===== src/rtl/mc_control_unit.sv =====
// Main-FSM controller for the multicycle RV32I datapath: fetch, decode, execute,
// memory and writeback sequencing, illegal-opcode trap and retired-instruction count.
module mc_control_unit #(
  parameter bit TRAP_ILLEGAL = 1'b1,
  parameter int CNT_W        = 32
) (
  input  logic             clk,
  input  logic             reset,
  input  logic [31:0]      instr,
  input  logic             zero,
  input  logic             cout,
  input  logic             overflow,
  input  logic             sign,
  output logic [2:0]       imm_src,
  output logic [3:0]       alu_control,
  output logic [1:0]       alu_src_a,
  output logic [1:0]       alu_src_b,
  output logic [1:0]       result_src,
  output logic             adr_src,
  output logic             ir_write,
  output logic             pc_write,
  output logic             reg_write,
  output logic             mem_write,
  output logic             illegal_instr,
  output logic             retired,
  output logic [CNT_W-1:0] retired_count
);

  localparam logic [6:0] OP_LOAD  = 7'h03;
  localparam logic [6:0] OP_STORE = 7'h23;
  localparam logic [6:0] OP_R     = 7'h33;
  localparam logic [6:0] OP_I     = 7'h13;
  localparam logic [6:0] OP_BR    = 7'h63;
  localparam logic [6:0] OP_JAL   = 7'h6F;
  localparam logic [6:0] OP_JALR  = 7'h67;
  localparam logic [6:0] OP_LUI   = 7'h37;
  localparam logic [6:0] OP_AUIPC = 7'h17;

  localparam logic [3:0] ALU_ADD  = 4'b0000;
  localparam logic [3:0] ALU_SUB  = 4'b0001;
  localparam logic [3:0] ALU_AND  = 4'b0010;
  localparam logic [3:0] ALU_OR   = 4'b0011;
  localparam logic [3:0] ALU_XOR  = 4'b0100;
  localparam logic [3:0] ALU_SLL  = 4'b0101;
  localparam logic [3:0] ALU_SRL  = 4'b0110;
  localparam logic [3:0] ALU_SRA  = 4'b0111;
  localparam logic [3:0] ALU_SLT  = 4'b1000;
  localparam logic [3:0] ALU_SLTU = 4'b1001;

  typedef enum logic [3:0] {
    S_FETCH, S_DECODE, S_MEMADR, S_MEMREAD, S_MEMWB, S_MEMWRITE,
    S_EXEC_R, S_EXEC_I, S_ALUWB, S_BRANCH, S_JAL, S_JALR, S_JALR_PC,
    S_LUI, S_AUIPC, S_ILLEGAL
  } state_e;

  state_e           state_q, state_d;
  logic [CNT_W-1:0] cnt_q;

  logic [6:0] op;
  logic [2:0] funct3;
  logic       funct7b5;
  logic       br_f3_ok;
  logic       unused_instr;

  assign op           = instr[6:0];
  assign funct3       = instr[14:12];
  assign funct7b5     = instr[30];
  assign br_f3_ok     = (funct3 != 3'b010) && (funct3 != 3'b011);
  assign unused_instr = ^{instr[31], instr[29:15], instr[11:7]};

  // Next-state logic
  always_comb begin
    state_d = state_q;
    case (state_q)
      S_FETCH:  state_d = S_DECODE;
      S_DECODE: begin
        case (op)
          OP_LOAD, OP_STORE: state_d = S_MEMADR;
          OP_R:              state_d = S_EXEC_R;
          OP_I:              state_d = S_EXEC_I;
          OP_BR:             state_d = br_f3_ok ? S_BRANCH : S_ILLEGAL;
          OP_JAL:            state_d = S_JAL;
          OP_JALR:           state_d = S_JALR;
          OP_LUI:            state_d = S_LUI;
          OP_AUIPC:          state_d = S_AUIPC;
          default:           state_d = S_ILLEGAL;
        endcase
      end
      S_MEMADR:   state_d = (op == OP_LOAD) ? S_MEMREAD : S_MEMWRITE;
      S_MEMREAD:  state_d = S_MEMWB;
      S_MEMWB:    state_d = S_FETCH;
      S_MEMWRITE: state_d = S_FETCH;
      S_EXEC_R:   state_d = S_ALUWB;
      S_EXEC_I:   state_d = S_ALUWB;
      S_ALUWB:    state_d = S_FETCH;
      S_BRANCH:   state_d = S_FETCH;
      S_JAL:      state_d = S_ALUWB;
      S_JALR:     state_d = S_JALR_PC;
      S_JALR_PC:  state_d = S_ALUWB;
      S_LUI:      state_d = S_FETCH;
      S_AUIPC:    state_d = S_ALUWB;
      S_ILLEGAL:  state_d = TRAP_ILLEGAL ? S_ILLEGAL : S_FETCH;
      default:    state_d = S_FETCH;
    endcase
  end

  // ALU operation for register and immediate arithmetic; SUB only exists in R-type
  logic [3:0] alu_arith;
  always_comb begin
    alu_arith = ALU_ADD;
    case (funct3)
      3'b000: alu_arith = (state_q == S_EXEC_R && funct7b5) ? ALU_SUB : ALU_ADD;
      3'b001: alu_arith = ALU_SLL;
      3'b010: alu_arith = ALU_SLT;
      3'b011: alu_arith = ALU_SLTU;
      3'b100: alu_arith = ALU_XOR;
      3'b101: alu_arith = funct7b5 ? ALU_SRA : ALU_SRL;
      3'b110: alu_arith = ALU_OR;
      3'b111: alu_arith = ALU_AND;
      default: alu_arith = ALU_ADD;
    endcase
  end

  logic taken;
  always_comb begin
    taken = 1'b0;
    case (funct3)
      3'b000: taken = zero;
      3'b001: taken = ~zero;
      3'b100: taken = sign ^ overflow;
      3'b101: taken = ~(sign ^ overflow);
      3'b110: taken = ~cout;
      3'b111: taken = cout;
      default: taken = 1'b0;
    endcase
  end

  always_comb begin
    imm_src = 3'b000;
    case (op)
      OP_STORE:          imm_src = 3'b001;
      OP_BR:             imm_src = 3'b010;
      OP_JAL:            imm_src = 3'b011;
      OP_LUI, OP_AUIPC:  imm_src = 3'b100;
      default:           imm_src = 3'b000;
    endcase
  end

  // Per-state datapath controls before reset gating
  logic ir_w, pc_upd, br, reg_w, mem_w, ret;
  always_comb begin
    alu_control   = ALU_ADD;
    alu_src_a     = 2'b00;
    alu_src_b     = 2'b00;
    result_src    = 2'b00;
    adr_src       = 1'b0;
    ir_w          = 1'b0;
    pc_upd        = 1'b0;
    br            = 1'b0;
    reg_w         = 1'b0;
    mem_w         = 1'b0;
    ret           = 1'b0;
    illegal_instr = 1'b0;
    case (state_q)
      S_FETCH: begin
        alu_src_b  = 2'b10;
        result_src = 2'b10;
        ir_w       = 1'b1;
        pc_upd     = 1'b1;
      end
      S_DECODE: begin
        alu_src_a = 2'b01;
        alu_src_b = 2'b01;
      end
      S_MEMADR: begin
        alu_src_a = 2'b10;
        alu_src_b = 2'b01;
      end
      S_MEMREAD: adr_src = 1'b1;
      S_MEMWB: begin
        result_src = 2'b01;
        reg_w      = 1'b1;
        ret        = 1'b1;
      end
      S_MEMWRITE: begin
        adr_src = 1'b1;
        mem_w   = 1'b1;
        ret     = 1'b1;
      end
      S_EXEC_R: begin
        alu_src_a   = 2'b10;
        alu_control = alu_arith;
      end
      S_EXEC_I: begin
        alu_src_a   = 2'b10;
        alu_src_b   = 2'b01;
        alu_control = alu_arith;
      end
      S_ALUWB: begin
        reg_w = 1'b1;
        ret   = 1'b1;
      end
      S_BRANCH: begin
        alu_src_a   = 2'b10;
        alu_control = ALU_SUB;
        br          = 1'b1;
        ret         = 1'b1;
      end
      S_JAL: begin
        alu_src_a = 2'b01;
        alu_src_b = 2'b10;
        pc_upd    = 1'b1;
      end
      S_JALR: begin
        alu_src_a = 2'b10;
        alu_src_b = 2'b01;
      end
      S_JALR_PC: begin
        alu_src_a = 2'b01;
        alu_src_b = 2'b10;
        pc_upd    = 1'b1;
      end
      S_LUI: begin
        result_src = 2'b11;
        reg_w      = 1'b1;
        ret        = 1'b1;
      end
      S_AUIPC: begin
        alu_src_a = 2'b01;
        alu_src_b = 2'b01;
      end
      S_ILLEGAL: begin
        illegal_instr = 1'b1;
        ret           = ~TRAP_ILLEGAL;
      end
      default: ;
    endcase
  end

  // Reset suppresses every write so an aborted instruction leaves no side effects
  assign ir_write      = ir_w  & ~reset;
  assign pc_write      = (pc_upd | (br & taken)) & ~reset;
  assign reg_write     = reg_w & ~reset;
  assign mem_write     = mem_w & ~reset;
  assign retired       = ret   & ~reset;
  assign retired_count = cnt_q;

  always_ff @(posedge clk) begin
    if (reset) begin
      state_q <= S_FETCH;
      cnt_q   <= '0;
    end else begin
      state_q <= state_d;
      if (ret) cnt_q <= cnt_q + CNT_W'(1);
    end
  end

endmodule


===== config.mk =====
export PLATFORM = sky130hd
export DESIGN_NAME = mc_control_unit
export DESIGN_NICKNAME = d
export VERILOG_FILES = /design/src/rtl/mc_control_unit.sv
export SDC_FILE = /design/constraint.sdc
export NUM_CORES = 1
export LEC_CHECK = 0
export ABC_CLOCK_PERIOD_IN_PS = 2000
export CAP_MARGIN = 10
export CORE_UTILIZATION = 27
export DETAILED_ROUTE_END_ITERATION = 7
export GPL_TIMING_DRIVEN = 0
export PLACE_DENSITY = 0.58
export REMOVE_ABC_BUFFERS = 1
export SYNTH_ARGS = -nofsm -noshare
export SYNTH_HDL_FRONTEND = slang
export SYNTH_SLANG_ARGS = --single-unit

===== constraint.sdc =====
create_clock -name clk -period 2 [get_ports clk]
set_clock_uncertainty 0.1 [all_clocks]
set_input_delay 0.5 -clock clk [delete_from_list [all_inputs] [get_ports clk]]
set_output_delay 0.5 -clock clk [all_outputs]
set_load 0.02 [all_outputs]

==> key figures <==
Status
  – Status: finished with violations
  – Failing checks: setup timing

Hold path
  – Type of the worst min-delay path: reg2reg

Logic synthesis
  – Post-synthesis mux area share: 0.0192
  – Compound-Gate Fraction of Synth Area: 0.0973
  – Syn Inst Count: 296
  – Synth area leaders: dfxtp_1, xnor2_1, nor2_1, nand3_1, nand2_1
  – Post-synthesis cell area: 2210 sq um
  – Yosys top cell area share: 0.326
  – Count of cell types in the netlist: 44
  – Adder-cell share of the synthesized area: 0.00566
  – Biggest area consumer among synthesized cells: dfxtp_1
  – Sequential-to-total area share from yosys stat: 0.326
  – Combinational family with the most area after synthesis: simple AND/OR/NAND/NOR gates
  – Simple logic cell fraction of the synthesized area: 0.367
  – XOR/XNOR share of the synthesized area: 0.131
  – Syn Area/Cell: 7.47 sq um
  – Seq cells post-synth: 36
  – Synth warn: 0

Power
  – Sequential share of power: 0.282
  – Pint: 0.00189 W
  – Sw Share: 0.393
  – Clock power share: 0.157
  – Leak Pwr: 1.46 nW
  – Total chip power: 0.00312 W
  – PwrDens: 848 nW/um^2
  – Psw: 0.00123 W
  – Logic pwr share: 0.561
  – Peak VDD IR: 447 uV

Drt
  – DRC viols: 0
  – Vias per cell: 5.01
  – Wire per inst: 13.6 um
  – Initial drt markers: 97
  – Detailed-route via count: 2496
  – Initial DRT Pass Iterations: 4
  – Antenna-violating nets left: 0
  – Drt total wl: 6.78 mm

Cells and area
  – Filler cell count in the final layout: 781
  – Commonest non-fill, non-tap cells in the layout: buf_4, nor2_1, clkdlybuf4s50_1, xnor2_1, nand2_1
  – Fin nets: 435
  – Fin area: 3680 sq um
  – Layout cell share with drive strength beyond 1: 0.394
  – # diodes: 0
  – Commonest non-fill, non-tap cell in the layout: buf_4
  – Syn-to-layout area delta: 66.3%

Floorplanning
  – Die W: 92.5 um
  – Die area: 8550 sq um
  – Core area: 7810 sq um
  – I/O pin cnt: 90
  – Std cell rows: 32
  – Die height: 92.5 um
  – Initial Util: 0.283

Timing
  – Slew at the pin with the worst max-slew slack: 507 ps
  – Min Tclk post-route: 2130 ps
  – Endpoints failing setup: 4
  – Post-layout worst setup margin: -133 ps
  – Final hold vios: 0
  – Slew Viols, Final: 0
  – Fmax: 469 MHz
  – RSZ-0062 raised after global routing: true
  – Fin crit share: 1.07
  – Relative max-transition margin: 0.662

Clock network
  – H-tree levels: 2
  – Clk_lat worst skew: 280 ps
  – CTS Buffer Depth: 2
  – Root buffer cell: clkbuf_8
  – CTS Buf Count: 5
  – Clock-pin slew on the worst setup and hold paths: 70 ps
  – CTS Hold Bufs: 0
  – CTS tree: done
  – CTS sink cnt: 36

Global route
  – Total Routing Usage GR: 0.148
  – First-pass GRT wire length: 10.3 mm
  – Largest net degree at the start of global routing: 45
  – Final global-route overflow total: 0
  – Initial antenna violation count: 0
  – Vias in the first global route: 2272

Flow run
  – Max_cap viols: 0

Placement
  – IO Port Bufs: 68
  – Placed Instance Area: 2930 sq um
  – GP Congestion: 0.744
  – Detailed placement HPWL: 4.05 mm

Critical path
  – Class of the most critical setup path: in2out
  – R2R Setup Slk: -10 ps
  – Critical path required time: 1400 ps
  – Crit path capture type: output port
  – CP Max Fanout: 9
  – Startpoint Class: input port
  – WP data arrival: 1530 ps
==> per-layer routing <==
metal  vias up  track usage  share of wire
met5         -            0              0
met4         0       0.0443          0.011
met3         9       0.0378          0.043
met2        58        0.248           0.52
met1      1199        0.185           0.43
li1       1230            -              -
==> power groups by stage <==
stage / clock network (W) / registers [W] / logic (W)
CTS: 0.000505 / 0.000896 / 0.00133
global placement: 0 / 0.000935 / 0.00106
global route: 0.000545 / 0.000888 / 0.00187
floorplan: 0 / 0.000901 / 0.000623
detailed placement: 0 / 0.000933 / 0.00105
finish: 0.000489 / 0.000881 / 0.00175
==> worst max-delay path: stages <==
cell and delay (ps):
buf_6 120, or3_4 380, a2111oi_4 340, buf_4 190
==> final timing paths <==
check | from | depth (start not counted) | endpoint
worst min-delay path | retired_count[20]$_SDFFE_PP0P_ | 2 | retired_count[20]$_SDFFE_PP0P_
worst max register to register | retired_count[0]$_SDFFE_PP0P_ | 6 | retired_count[30]$_SDFFE_PP0P_
worst max-delay path | instr[3] | 4 | imm_src[0]
worst min register to register | retired_count[20]$_SDFFE_PP0P_ | 2 | retired_count[20]$_SDFFE_PP0P_
==> per-stage QoR <==
step	utilization	std cells	worst slack (ps)	TNS [ps]	hold WS (ps)
global route	0.471	498	-168	-860	470
global placement	0.376	444	-1700	-35080	415
detailed placement	0.375	444	-1150	-20330	418
CTS	0.416	473	-174	-474	428
finish	0.471	498	-133	-273	427
floorplan	-	274	-603	-2130	469
==> sequential cells by signal, summed over array words and instances, names as in the netlist <==
register and cells:
retired_count 32, state_q 4
==> cell usage after synthesis (all sizes together) <==
cell	n
nor2	45
dfxtp	36
nand2	25
xnor2	24
clkbuf	19
nand3	19
nor3	14
nand4	12
nor4	11
a21oi	9
inv	9
xor2	9
o21ai	8
and4	5
nand2b	5
nand3b	4
nor2b	4
and3	3
buf	3
or3	3
or4	3
a211oi	2
a31oi	2
and2	2
mux2	2
mux2i	2
o32ai	2
a2111oi	1
a211o	1
ha	1
nand4b	1
o2111ai	1
o21ba	1
o21bai	1
o22ai	1
o311a	1
o31a	1
o31ai	1
o41ai	1
or2	1
or4b	1
==> final cells by class <==
type | count | area, sq um | area share
clock inverter | 1 | 5.00 | 0.00136
inverter | 9 | 33.8 | 0.00919
clock buffer | 6 | 72.6 | 0.0197
tap | 102 | 128 | 0.0347
timing repair buffer | 115 | 991 | 0.269
multi-input combinational | 229 | 1670 | 0.454
sequential | 36 | 777 | 0.211
==> logic make-up after synthesis <==
group / after synthesis
flip-flops: 36
XOR/XNOR: 33
buffers and inverters: 31
adder cells (fa/ha/maj): 1
AO/OA/AOI/OAI: 33
AND/OR/NAND/NOR: 158
multiplexers: 4
==> what timing repair did <==
| item | CTS | global route |
|---|---|---|
| setup buffers | 22 | 25 |
| endpoints found under the setup margin | 42 | 40 |
| pin swaps | 20 | 34 |
| gates cloned | 0 | 0 |
| gates resized for setup | 194 | 83 |
(Power assumes the default switching activity.)
